File: src/rtl/axil_initiator.sv
// AXI-Lite initiator: turns a val/rdy request into one AXI-Lite read or write
// at a time and returns the read data and response code on a val/rdy port.
module axil_initiator #(
  parameter int ADDR_W = 32,
  parameter int CNT_W  = 16
) (
  input  logic              clk,
  input  logic              reset,
  input  logic              req_val,
  output logic              req_rdy,
  input  logic              req_wr,
  input  logic [ADDR_W-1:0] req_addr,
  input  logic [31:0]       req_data,
  input  logic [3:0]        req_strb,
  output logic              resp_val,
  input  logic              resp_rdy,
  output logic              resp_wr,
  output logic [31:0]       resp_data,
  output logic [1:0]        resp_code,
  output logic              awvalid,
  input  logic              awready,
  output logic [ADDR_W-1:0] awaddr,
  output logic              wvalid,
  input  logic              wready,
  output logic [31:0]       wdata,
  output logic [3:0]        wstrb,
  input  logic              bvalid,
  output logic              bready,
  input  logic [1:0]        bresp,
  output logic              arvalid,
  input  logic              arready,
  output logic [ADDR_W-1:0] araddr,
  input  logic              rvalid,
  output logic              rready,
  input  logic [1:0]        rresp,
  input  logic [31:0]       rdata,
  output logic [CNT_W-1:0]  wr_count,
  output logic [CNT_W-1:0]  rd_count,
  output logic [CNT_W-1:0]  err_count
);

  typedef enum logic [2:0] {
    IDLE, WR_REQ, WR_RESP, RD_ADDR, RD_DATA, RESP
  } state_t;

  state_t state;
  logic [ADDR_W-1:0] addr_q;
  logic [31:0] data_q;
  logic [3:0] strb_q;
  logic aw_done, w_done;
  logic aw_fin, w_fin;

  function automatic logic [CNT_W-1:0] sat_inc(input logic [CNT_W-1:0] v);
    return (v == {CNT_W{1'b1}}) ? v : v + CNT_W'(1);
  endfunction

  assign req_rdy = (state == IDLE);
  assign awaddr  = addr_q;
  assign araddr  = addr_q;
  assign wdata   = data_q;
  assign wstrb   = strb_q;

  // A channel counts as done once its handshake happened, either earlier or now.
  always_comb begin
    aw_fin = aw_done | (awvalid & awready);
    w_fin  = w_done | (wvalid & wready);
  end

  always_ff @(posedge clk) begin
    if (reset) begin
      state     <= IDLE;
      addr_q    <= '0;
      data_q    <= '0;
      strb_q    <= '0;
      aw_done   <= 1'b0;
      w_done    <= 1'b0;
      awvalid   <= 1'b0;
      wvalid    <= 1'b0;
      bready    <= 1'b0;
      arvalid   <= 1'b0;
      rready    <= 1'b0;
      resp_val  <= 1'b0;
      resp_wr   <= 1'b0;
      resp_data <= '0;
      resp_code <= '0;
      wr_count  <= '0;
      rd_count  <= '0;
      err_count <= '0;
    end else begin
      case (state)
        IDLE: begin
          if (req_val) begin
            addr_q  <= req_addr;
            data_q  <= req_data;
            strb_q  <= req_strb;
            resp_wr <= req_wr;
            if (req_wr) begin
              state   <= WR_REQ;
              awvalid <= 1'b1;
              wvalid  <= 1'b1;
              aw_done <= 1'b0;
              w_done  <= 1'b0;
            end else begin
              state   <= RD_ADDR;
              arvalid <= 1'b1;
            end
          end
        end
        WR_REQ: begin
          if (awvalid && awready) awvalid <= 1'b0;
          if (wvalid && wready) wvalid <= 1'b0;
          aw_done <= aw_fin;
          w_done  <= w_fin;
          if (aw_fin && w_fin) begin
            state  <= WR_RESP;
            bready <= 1'b1;
          end
        end
        WR_RESP: begin
          if (bvalid) begin
            bready    <= 1'b0;
            resp_data <= '0;
            resp_code <= bresp;
            resp_val  <= 1'b1;
            state     <= RESP;
            wr_count  <= sat_inc(wr_count);
            if (bresp != 2'b00) err_count <= sat_inc(err_count);
          end
        end
        RD_ADDR: begin
          if (arready) begin
            arvalid <= 1'b0;
            rready  <= 1'b1;
            state   <= RD_DATA;
          end
        end
        RD_DATA: begin
          if (rvalid) begin
            rready    <= 1'b0;
            resp_data <= rdata;
            resp_code <= rresp;
            resp_val  <= 1'b1;
            state     <= RESP;
            rd_count  <= sat_inc(rd_count);
            if (rresp != 2'b00) err_count <= sat_inc(err_count);
          end
        end
        RESP: begin
          if (resp_rdy) begin
            resp_val <= 1'b0;
            state    <= IDLE;
          end
        end
        default: state <= IDLE;
      endcase
    end
  end

endmodule

File: config.mk
export PLATFORM = sky130hd
export DESIGN_NAME = axil_initiator
export DESIGN_NICKNAME = d
export VERILOG_FILES = /design/src/rtl/axil_initiator.sv
export SDC_FILE = /design/constraint.sdc
export NUM_CORES = 1
export LEC_CHECK = 0
export CAP_MARGIN = 25
export CELL_PAD_IN_SITES_DETAIL_PLACEMENT = 0
export CELL_PAD_IN_SITES_GLOBAL_PLACEMENT = 1
export CORE_UTILIZATION = 32
export DETAILED_ROUTE_END_ITERATION = 12
export GPL_ROUTABILITY_DRIVEN = 0
export MAX_ROUTING_LAYER = met4
export PLACE_DENSITY_LB_ADDON = 0.1
export SYNTH_ARGS = -nofsm -noshare
export SYNTH_HDL_FRONTEND = slang
export SYNTH_SLANG_ARGS = --single-unit
File: constraint.sdc
create_clock -name clk -period 4.1 [get_ports clk]
set_input_delay 0.615 -clock clk [delete_from_list [all_inputs] [get_ports clk]]
set_output_delay 0.615 -clock clk [all_outputs]
set_load 0.1 [all_outputs]
# After elaboration in Yosys (flattened, before gate mapping)
# Index checks and enable logic that the tools add are counted.
# op_classes
n_addsub	3
eq_ne	20
n_mux	44
n_bitwise	6
reduce_logical	25
# op_table
op	n
$mux W16	5
$mux W32	2
$pmux W32 S2	1
$add A16 B1 Y16 const B	3
$eq A16 B16 Y1 const B	3
$pmux W16 S2	1
$ne A2 B2 Y1 const B	11
$mux W3	6
$pmux W3 S6	1
$reduce_and A3 Y1	6
$mux W1	16
$reduce_and A4 Y1	4
$pmux W1 S2	7
$reduce_bool A2 Y1	7
$eq A3 B2 Y1 const B	2
$eq A3 B3 Y1 const B	2
$mux W2	3
$reduce_and A6 Y1	1
$reduce_and A5 Y1	1
$pmux W2 S2	1
$eq A3 B1 Y1 const B	1
$logic_and A1 B1 Y1	3
$logic_not A3 Y1	1
$pmux W1 S3	1
other kinds (6)	9
# word_totals
ff_bits	162
in_bits	114
output_inout_bits	190
elab_cells	116

# Longest topological paths before layout
# Gate-level depths: netlist of run 1.
# depth
depth_word	5
mapped_depth	8
ltp_nobuf	6

# Worst setup path after synthesis of run 1
# No wires, ideal clock.
# synth_path
path_type	reg-to-output
start	reg state[0]
end	out req_rdy
arrival_time_ns	2.711
required_time_ns	3.485
slack_ns	0.774
path_stages_with_launch	4
path_cell_list	dfxtp_1 -> buf_6 -> clkbuf_1 -> nor3_1
# synth_via
elab_chain_cells	1
# synth_lines
item	line_no	source
start, declared	46	state_t state;
start signal, assigned	71	state <= IDLE;
start signal, assigned	98	state <= WR_REQ;
start signal, assigned	104	state <= RD_ADDR;
$logic_not A3 Y1	57	assign req_rdy = (state == IDLE);
end, declared	10	output logic req_rdy,
# No other way between the ends.

# Worst setup path in the final report of run 1
# Same ends and word-level chain as after synthesis.

==> flow_metrics.env, run 1 <==
export IMPL_clock_fmax_ghz=0.329
export IMPL_syn_inst=837
export IMPL_tightest_slew_ns=1.08
export IMPL_drt_iter0_markers=275
export IMPL_clkLatencyLatePin_ns=0.42
export IMPL_cts_tree="built"
export IMPL_regArea_um2=3240
export IMPL_timing_critical_path_buf_inv=1
export IMPL_vias_per_cell=4.78
export IMPL_clock_path_buffers=2
export IMPL_gr_total_overflow=0
export IMPL_min_period_over_period_pct=74.1
export IMPL_crit_chain="nor3_1 > clkdlybuf4s50_1"
export IMPL_ios=304
export IMPL_peakVddDrop_mv=0.273
export IMPL_setup_viol=0
export IMPL_highest_layer="met4"
export IMPL_slew_headroom_pct=28.0
export IMPL_cts_hold_buf=0
export IMPL_num_vias=6563
export IMPL_multi_input_area_um2=3050
export IMPL_synth_edf_count=0
export IMPL_cp_required_ns=3.48
export IMPL_wl_per_cell_um=15.4
export IMPL_drt_total_wl_um=21100
export IMPL_rsz0062_at_grt="no"
export IMPL_ys_ff_latch=162
export IMPL_die_height_um=147
export IMPL_async_reset_ff_share_pct=0
export IMPL_slowest_stage="clkdlybuf4s50_1"
export IMPL_layout_nets=1205
export IMPL_power_density_nw_per_um2=426
export IMPL_syn_avg_cell_area_um2=8.08
export IMPL_htreeDepth=4
export IMPL_syn_num_nets=954
export IMPL_fp_row_count=52
export IMPL_final_util_pct=51.1
export IMPL_p_leak_nw=3.54
export IMPL_yosysUniqueCellTypes=50
export IMPL_synth_ff_type="dfxtp_1"
export IMPL_grt_first_pass_wirelength_um=33300
export IMPL_hold_class="reg -> reg"
export IMPL_status="completed"
export IMPL_antenna_found_initial=1
export IMPL_cpPeakStageDelay_ns=1.21
export IMPL_cts_buffers=17
export IMPL_first_global_vias=6033
export IMPL_syn_area_um2=6760
export IMPL_skew_ns=0.0107
export IMPL_coreArea_um2=20500
export IMPL_root_buffer="clkbuf_16"
export IMPL_ys_warnings_count=0
export IMPL_grt_max_degree=95
export IMPL_layout_drive_gt1_share_pct=4.81
export IMPL_hpwl_um=14900
export IMPL_io_buffers=303
export IMPL_area_growth_pct=55.0
export IMPL_hold_violations=0
export IMPL_crit_path_end_kind="primary output"
export IMPL_dr_wl_met3_um=1340
export IMPL_cts_sinks=162
export IMPL_first_pass_iters=4
export IMPL_start_util_pct=33.0
export IMPL_cp_arrival_ns=2.42
export IMPL_wl_met1_um=9450
export IMPL_clk_pin_slew_ns=0.07
export IMPL_critPathKind="reg -> out"
export IMPL_fin_area_um2=10500
export IMPL_placedInstanceArea_um2=9810
export IMPL_post_cts_resized=0
export IMPL_yosysSeqAreaShare_pct=48.0
export IMPL_postCtsSetupRepairBufs=0
export IMPL_dr_wl_met2_um=10100
export IMPL_drv_slew=0
export IMPL_finalCriticalPeriod_ns=3.04
export IMPL_setup_tns_ns=0
export IMPL_crit_family="buffers and inverters"
export IMPL_dieWidth_um=147
export IMPL_crit_path_max_fanout=20
export IMPL_fillers=2082
export IMPL_grt_usage_pct=19.8
export IMPL_startpoint_type="register"
export IMPL_antenna_left=0
export IMPL_drc=0
export IMPL_max_cap_viol_count=0
export IMPL_die_area_um2=21700
## power breakdown
| group | switching [mW] | internal [mW] | total [mW] |
|---|---|---|---|
| Sequential | 0.0468 | 1.63 | 1.68 |
| Combinational | 0.773 | 0.290 | 1.06 |
| Clock | 0.659 | 1.06 | 1.72 |
## stage by stage
stage / hold WS (ns) / total power, mW / setup slack [ns] / cells
after detailed placement: 0.445 / 2.78 / 1.14 / 1338
after global routing: 0.456 / 4.63 / 0.919 / 1372
after CTS: 0.454 / 4.52 / 1.02 / 1370
after floorplan: 0.552 / 2.48 / 0.774 / 837
final: 0.451 / 4.46 / 1.06 / 1372
after global placement: 0.439 / 2.77 / 1.16 / 1336
## synth_stat cells (all sizes together), types with 4 or more instances
library cell    n  share of area [%]
o21ai           8               0.59
a31oi           5               0.46
or3             7               0.65
nor2           53                2.9
mux2i           7                1.0
and3            7               0.65
xnor2          27                3.5
dfxtp         162                 48
nand3          52                3.8
clkbuf         43                2.4
nor3           15                1.1
or4             4               0.44
a211oi          8               0.89
nand4          14                1.3
buf            40                4.2
nor2b           7               0.65
inv             6               0.33
nor4           10                1.0
nand2         194                 11
a21oi         122                9.1
and4            7               0.91
## cell type report
type / count / share of cell area, %
diodes: 1 / 0.0239
clock buffers: 21 / 4.39
clock inverters: 11 / 1.68
inverters: 6 / 0.215
multi-input cells: 586 / 29.1
flip-flops and latches: 162 / 30.9
well taps: 270 / 3.22
repair buffers: 315 / 30.4
## state kept, by name, summed over array words and instances, names as in the netlist
register,flops
wr_count,16
aw_done,1
err_count,16
wstrb,4
resp_val,1
resp_wr,1
wvalid,1
rready,1
rd_count,16
state,3
resp_data,32
araddr,32
arvalid,1
resp_code,2
bready,1
wdata,32
w_done,1
awvalid,1
## worst min-delay path: cells and delay by family (launching register included)
| family | cells | cell delay (ns) |
|---|---|---|
| flip-flops | 1 | 0.31 |
| AND/OR/NAND/NOR | 1 | 0.05 |
| AO/OA/AOI/OAI | 1 | 0.05 |
## metal layers
layer / global-route usage [%] / vias up
met3: 5.09 / 10
met2: 31.7 / 201
met1: 24.7 / 3005
met5: - / -
li1: - / 3347
met4: 4.90 / 0
## final timing paths
path                                    from                    endpoint  slack (ns)  cells after the start
setup reg to reg       state[2]$_SDFFE_PP0P_   resp_code[1]$_SDFFE_PP0P_        1.47                      6
hold / removal    resp_data[13]$_SDFFE_PP0P_  resp_data[13]$_SDFFE_PP0P_        0.45                      2
hold reg to reg   resp_data[13]$_SDFFE_PP0P_  resp_data[13]$_SDFFE_PP0P_        0.45                      2
setup / recovery       state[0]$_SDFFE_PP0P_                     req_rdy        1.06                      2
## layout by cell type, fill, tap and decap left out, types with 3 or more instances in the layout
master | synthesis | routed
bufinv_16 | 0 | 4
a2111oi_0 | 3 | 3
nand2b_1 | 3 | 3
xnor2_1 | 27 | 27
nor2b_1 | 7 | 7
a31oi_1 | 5 | 5
and4_1 | 7 | 7
nand2_1 | 194 | 193
mux2_2 | 3 | 3
ha_1 | 3 | 3
inv_1 | 6 | 6
nand3_1 | 52 | 52
nor2_1 | 53 | 53
clkbuf_16 | 0 | 17
clkinv_4 | 0 | 3
a21oi_1 | 121 | 121
buf_4 | 32 | 9
and3_1 | 7 | 7
clkdlybuf4s50_1 | 0 | 302
nor3_1 | 15 | 15
or4_1 | 4 | 4
dfxtp_1 | 162 | 162
nor4_1 | 9 | 9
nand4_1 | 14 | 14
o21ai_0 | 8 | 8
or3_1 | 7 | 7
mux2i_1 | 7 | 7
a211oi_1 | 8 | 8
## cell families (layout without fill, tap and decap cells)
group / count (synthesis) / after routing / synth area share [%]
AND/OR/NAND/NOR: 385 / 385 / 26.2
flip-flops: 162 / 162 / 48.0
AO/OA/AOI/OAI: 160 / 160 / 13.1
buffers and inverters: 89 / 353 / 6.96
XOR/XNOR: 28 / 28 / 3.63
multiplexers: 10 / 10 / 1.54
adder cells (fa/ha/maj): 3 / 3 / 0.555
other: 0 / 1 / 0
(Power assumes the default switching activity.)
==> inputs of run 2 (changes only) <==
--- a/config.mk
+++ b/config.mk
@@ -8,7 +8,7 @@
 export CAP_MARGIN = 25
 export CELL_PAD_IN_SITES_DETAIL_PLACEMENT = 0
 export CELL_PAD_IN_SITES_GLOBAL_PLACEMENT = 1
-export CORE_UTILIZATION = 32
+export CORE_UTILIZATION = 29
 export DETAILED_ROUTE_END_ITERATION = 12
 export GPL_ROUTABILITY_DRIVEN = 0
 export MAX_ROUTING_LAYER = met4
==> constraint.sdc (replaced) <==
create_clock -name clk -period 2.8 [get_ports clk]
set_input_delay 0.42 -clock clk [delete_from_list [all_inputs] [get_ports clk]]
set_output_delay 0.42 -clock clk [all_outputs]
set_load 0.1 [all_outputs]
==> flow_metrics.env, run 2 (synthesized netlist as in run 1, its figures left out) <==
export IMPL_drt_total_wl_um=21800
export IMPL_ff2ff_setup_slack_ns=0.53
export IMPL_mostFrequentLayoutCell="buf_4"
export IMPL_layout_common_cells="buf_4 (202), nand2_1 (193), dfxtp_1 (162), a21oi_1 (121), clkdlybuf4s50_1 (112)"
export IMPL_crit_path_max_fanout=10
export IMPL_final_setup_worst_slack_ns=0.529
export IMPL_vias_per_cell=4.61
export IMPL_slowest_stage="or3_1"
export IMPL_fillers=2304
export IMPL_root_buffer="clkbuf_16"
export IMPL_drc=0
export IMPL_first_global_vias=6055
export IMPL_die_height_um=155
export IMPL_clock_path_buffers=2
export IMPL_dpl_worst_slack_ns=0.238
export IMPL_crit_family="simple AND/OR/NAND/NOR gates"
export IMPL_grt_first_pass_wirelength_um=33500
export IMPL_cpPeakStageDelay_ns=0.53
export IMPL_num_vias=6546
export IMPL_drv_slew=0
export IMPL_slew_headroom_pct=39.8
export IMPL_start_util_pct=29.7
export IMPL_skew_ns=0.0119
export IMPL_tightest_slew_ns=0.904
export IMPL_rr_worst_depth=5
export IMPL_area_growth_pct=47.9
export IMPL_antenna_left=0
export IMPL_ios=304
export IMPL_hold_class="reg -> reg"
export IMPL_startpoint_type="register"
export IMPL_r2r_start="state[0]$_SDFFE_PP0P_"
export IMPL_crit_chain="nor3b_4 > a21oi_2 > or3_1 > or4_1 > a21oi_1"
export IMPL_clkLatencyLatePin_ns=0.42
export IMPL_status="completed"
export IMPL_die_area_um2=23900
export IMPL_grt_max_degree=79
export IMPL_hold_depth=2
export IMPL_cp_arrival_ns=2.60
export IMPL_drt_iter0_markers=266
export IMPL_antenna_found_initial=1
export IMPL_finalCriticalPeriod_ns=2.27
export IMPL_fp_row_count=55
export IMPL_layout_drive_gt1_share_pct=22.5
export IMPL_r2r_end="err_count[12]$_SDFFE_PP0P_"
export IMPL_setup_viol=0
export IMPL_hpwl_um=15400
export IMPL_final_cell_count_no_fill=1419
export IMPL_first_pass_iters=4
export IMPL_cts_tree="built"
export IMPL_cp_depth=5
export IMPL_peakVddDrop_mv=0.329
export IMPL_io_buffers=303
export IMPL_hold_end="resp_data[25]$_SDFFE_PP0P_"
export IMPL_min_period_over_period_pct=81.1
export IMPL_power_mw=6.13
export IMPL_grt_usage_pct=18.3
export IMPL_wl_per_cell_um=15.4
export IMPL_timing_critical_path_buf_inv=0
export IMPL_post_cts_resized=0
export IMPL_cp_required_ns=3.13
export IMPL_power_density_nw_per_um2=613
export IMPL_critPathKind="reg -> reg"
export IMPL_hp_start="resp_data[25]$_SDFFE_PP0P_"
export IMPL_max_cap_viol_count=0
export IMPL_rsz0062_at_grt="no"
export IMPL_clock_fmax_ghz=0.440
export IMPL_layout_nets=1209
export IMPL_coreArea_um2=22800
export IMPL_crit_path_end_kind="register"
export IMPL_htreeDepth=4
export IMPL_cts_buffers=17
export IMPL_clk_pin_slew_ns=0.06
export IMPL_postCtsSetupRepairBufs=0
export IMPL_setup_tns_ns=0
export IMPL_dieWidth_um=155
export IMPL_cts_hold_buf=0
export IMPL_placedInstanceArea_um2=9450
export IMPL_hold_violations=0
export IMPL_crit_start="state[0]$_SDFFE_PP0P_"
export IMPL_cts_sinks=162
export IMPL_dp_cells=1386
export IMPL_p_leak_nw=3.88
export IMPL_gr_total_overflow=0
export IMPL_fin_area_um2=10000
==> run 2: changes by cell type in the layout (fill, tap and decap cells not counted), sizes merged <==
cell / previous run / this run
clkinvlp: 1 / 3
clkinv: 4 / 6
clkdlybuf4s50: 302 / 112
bufinv: 4 / 0
clkbuf: 21 / 19
inv: 8 / 10
buf: 13 / 207
==> run 2: power by group <==
| group | switching [mW] | leakage, nW | internal [mW] | total [mW] |
|---|---|---|---|---|
| combinational | 1.15 | 2.31 | 0.383 | 1.53 |
| clock | 0.984 | 0.261 | 1.17 | 2.16 |
| sequential | 0.0603 | 1.32 | 2.39 | 2.45 |
==> run 2: worst max-delay path by stage <==
stage | endpoint | slack [ns]
after floorplan | err_count[7]$_SDFFE_PP0P_ | 0.20
after global placement | err_count[12]$_SDFFE_PP0P_ | 0.31
after detailed placement | err_count[12]$_SDFFE_PP0P_ | 0.24
after CTS | err_count[12]$_SDFFE_PP0P_ | 0.51
after global routing | err_count[12]$_SDFFE_PP0P_ | 0.32
final | err_count[12]$_SDFFE_PP0P_ | 0.53
==> run 2: layout make-up <==
type,instances,area (µm²),area share (%)
sequential,162,3240,32.4
clock buffer,19,443,4.43
tap,313,392,3.92
clock inverter,13,103,1.03
antenna,1,2.50,0.0250
timing repair buffer,319,2740,27.4
inverter,6,22.5,0.225
multi-input combinational,586,3060,30.6
==> run 2: metal layers <==
metal  global-route usage [%]  wire, µm  part of all wire [%]  up-vias
li1                         -         -                     -     3349
met2                     29.4     10400                    48      191
met5                        -         0                     0        -
met1                     22.5      9800                    45     2986
met4                     5.04       380                   1.7        0
met3                     5.16      1230                   5.6       20
==> run 2: stage by stage <==
step / util (%) / hold WS, ns
2_1_floorplan: - / 0.520
3_3_place_gp: 41.5 / 0.440
3_5_place_dp: 41.5 / 0.444
4_1_cts: 43.9 / 0.453
5_1_grt: 43.9 / 0.462
6_report: 43.9 / 0.449
==> run 2: tightest hold or removal path: stages, from the launching register on <==
cell	delay, ns
dfxtp_1	0.31
nand2_1	0.05
a21oi_1	0.05
==> inputs of run 3 (changes only) <==
==> constraint.sdc (replaced) <==
create_clock -name clk -period 2.2 [get_ports clk]
set_input_delay 0.33 -clock clk [delete_from_list [all_inputs] [get_ports clk]]
set_output_delay 0.33 -clock clk [all_outputs]
set_load 0.1 [all_outputs]
==> flow_metrics.env, run 3 (synthesized netlist as in run 1, its figures left out) <==
export IMPL_status="completed"
export IMPL_power_mw=8.11
export IMPL_hp_start="req_data[30]"
export IMPL_num_vias=6612
export IMPL_grt_usage_pct=18.5
export IMPL_min_period_over_period_pct=93.3
export IMPL_tightest_slew_ns=0.833
export IMPL_hpwl_um=15600
export IMPL_cp_required_ns=2.50
export IMPL_dp_cells=1407
export IMPL_final_util_pct=45.1
export IMPL_placedInstanceArea_um2=9670
export IMPL_cts_sinks=162
export IMPL_clkLatencyLatePin_ns=0.43
export IMPL_antenna_found_initial=1
export IMPL_layout_drive_gt1_share_pct=27.2
export IMPL_power_density_nw_per_um2=789
export IMPL_cp_arrival_ns=2.35
export IMPL_max_cap_viol_count=0
export IMPL_gr_total_overflow=0
export IMPL_mostFrequentLayoutCell="buf_4"
export IMPL_area_growth_pct=51.9
export IMPL_drt_iter0_markers=307
export IMPL_coreArea_um2=22800
export IMPL_skew_ns=0.0163
export IMPL_drv_slew=0
export IMPL_layout_nets=1231
export IMPL_crit_path_end_kind="register"
export IMPL_startpoint_type="register"
export IMPL_crit_path_max_fanout=14
export IMPL_cts_tree="built"
export IMPL_drc=0
export IMPL_cts_hold_buf=0
export IMPL_die_height_um=155
export IMPL_root_buffer="clkbuf_16"
export IMPL_clock_fmax_ghz=0.487
export IMPL_final_cell_count_no_fill=1441
export IMPL_dieWidth_um=155
export IMPL_fp_row_count=55
export IMPL_start_util_pct=29.7
export IMPL_clock_path_buffers=2
export IMPL_grt_first_pass_wirelength_um=33700
export IMPL_grt_max_degree=72
export IMPL_ios=304
export IMPL_ff2ff_setup_slack_ns=0.15
export IMPL_first_global_vias=5974
export IMPL_post_cts_resized=0
export IMPL_wl_per_cell_um=15.2
export IMPL_rsz0062_at_grt="no"
export IMPL_setup_viol=0
export IMPL_multi_input_area_um2=3060
export IMPL_cts_buffers=17
export IMPL_p_leak_nw=4.04
export IMPL_hold_violations=0
export IMPL_hold_class="in -> reg"
export IMPL_layout_common_cells="buf_4 (223), nand2_1 (193), dfxtp_1 (127), a21oi_1 (121), clkdlybuf4s50_1 (112)"
export IMPL_antenna_left=0
export IMPL_clk_pin_slew_ns=0.08
export IMPL_regArea_um2=3290
export IMPL_crit_start="state[2]$_SDFFE_PP0P_"
export IMPL_htreeDepth=4
export IMPL_finalCriticalPeriod_ns=2.05
export IMPL_fin_area_um2=10300
export IMPL_r2r_start="state[2]$_SDFFE_PP0P_"
export IMPL_first_pass_iters=4
export IMPL_slew_headroom_pct=44.5
export IMPL_peakVddDrop_mv=0.455
export IMPL_die_area_um2=23900
export IMPL_hold_ws_ns=0.434
export IMPL_drt_total_wl_um=21900
export IMPL_vias_per_cell=4.59
export IMPL_io_buffers=303
export IMPL_critPathKind="reg -> reg"
export IMPL_fillers=2335
[run 3: changes by cell type in the layout (fill, tap and decap cells not counted)]
cell,previous run,this run
inv_6,4,6
buf_12,5,6
clkinv_4,4,1
clkinv_8,0,1
clkbuf_1,1,0
clkinv_2,2,1
clkinvlp_4,3,1
dfxtp_2,0,33
inv_8,0,4
bufinv_16,0,1
clkbuf_8,1,0
dfxtp_1,162,127
dfxtp_4,0,2
buf_4,202,223
[run 3: cell type report]
| cell class | instances | area share [%] |
|---|---|---|
| Clock inverter | 15 | 1.61 |
| Antenna cell | 1 | 0.0244 |
| Timing Repair Buffer | 341 | 28.4 |
| Sequential cell | 162 | 32.1 |
| Tap cell | 313 | 3.81 |
| Inverter | 6 | 0.219 |
| Multi-Input combinational cell | 586 | 29.8 |
| Clock buffer | 17 | 4.14 |
[run 3: timing repair]
| item | in CTS | in global routing |
|---|---|---|
| hold endpoints to repair | 0 | 0 |
| buffers inserted | 0 | 1 |
| endpoints found under the setup margin | 0 | 2 |
[run 3: power by group]
group	switching [mW]	total (mW)	internal [mW]
registers	0.0730	3.11	3.04
logic	1.47	1.98	0.512
clock network	1.40	3.02	1.62
total	2.94	8.11	5.17
[run 3: worst paths after layout]
kind	endpoint	depth (start not counted)
setup / recovery	err_count[12]$_SDFFE_PP0P_	7
hold / removal	wdata[30]$_SDFFE_PP0P_	3
setup reg to reg	err_count[12]$_SDFFE_PP0P_	7
hold reg to reg	resp_data[19]$_SDFFE_PP0P_	2
[run 3: metrics by stage]
step	setup WS [ns]	setup TNS (ns)
CTS	0.112	0
detailed placement	-0.138	-0.989
finish	0.148	0
global route	0.00526	0
global placement	-0.0737	-0.431
floorplan	0.0146	0
[run 3: worst max-delay path, cell delays in order (launching register included)]
cell	delay [ns]
dfxtp_1	0.33
buf_12	0.15
and4bb_1	0.30
a21oi_2	0.09
or3_1	0.50
buf_4	0.19
o41ai_1	0.26
a21oi_1	0.11
[run 3: metal layers]
metal / global-route usage (%) / up-vias / routed length (µm)
met3: 5.49 / 14 / 1370
li1: - / 3393 / -
met4: 4.81 / 0 / 172
met1: 22.8 / 3012 / 9920
met2: 29.4 / 193 / 10500
met5: - / - / 0
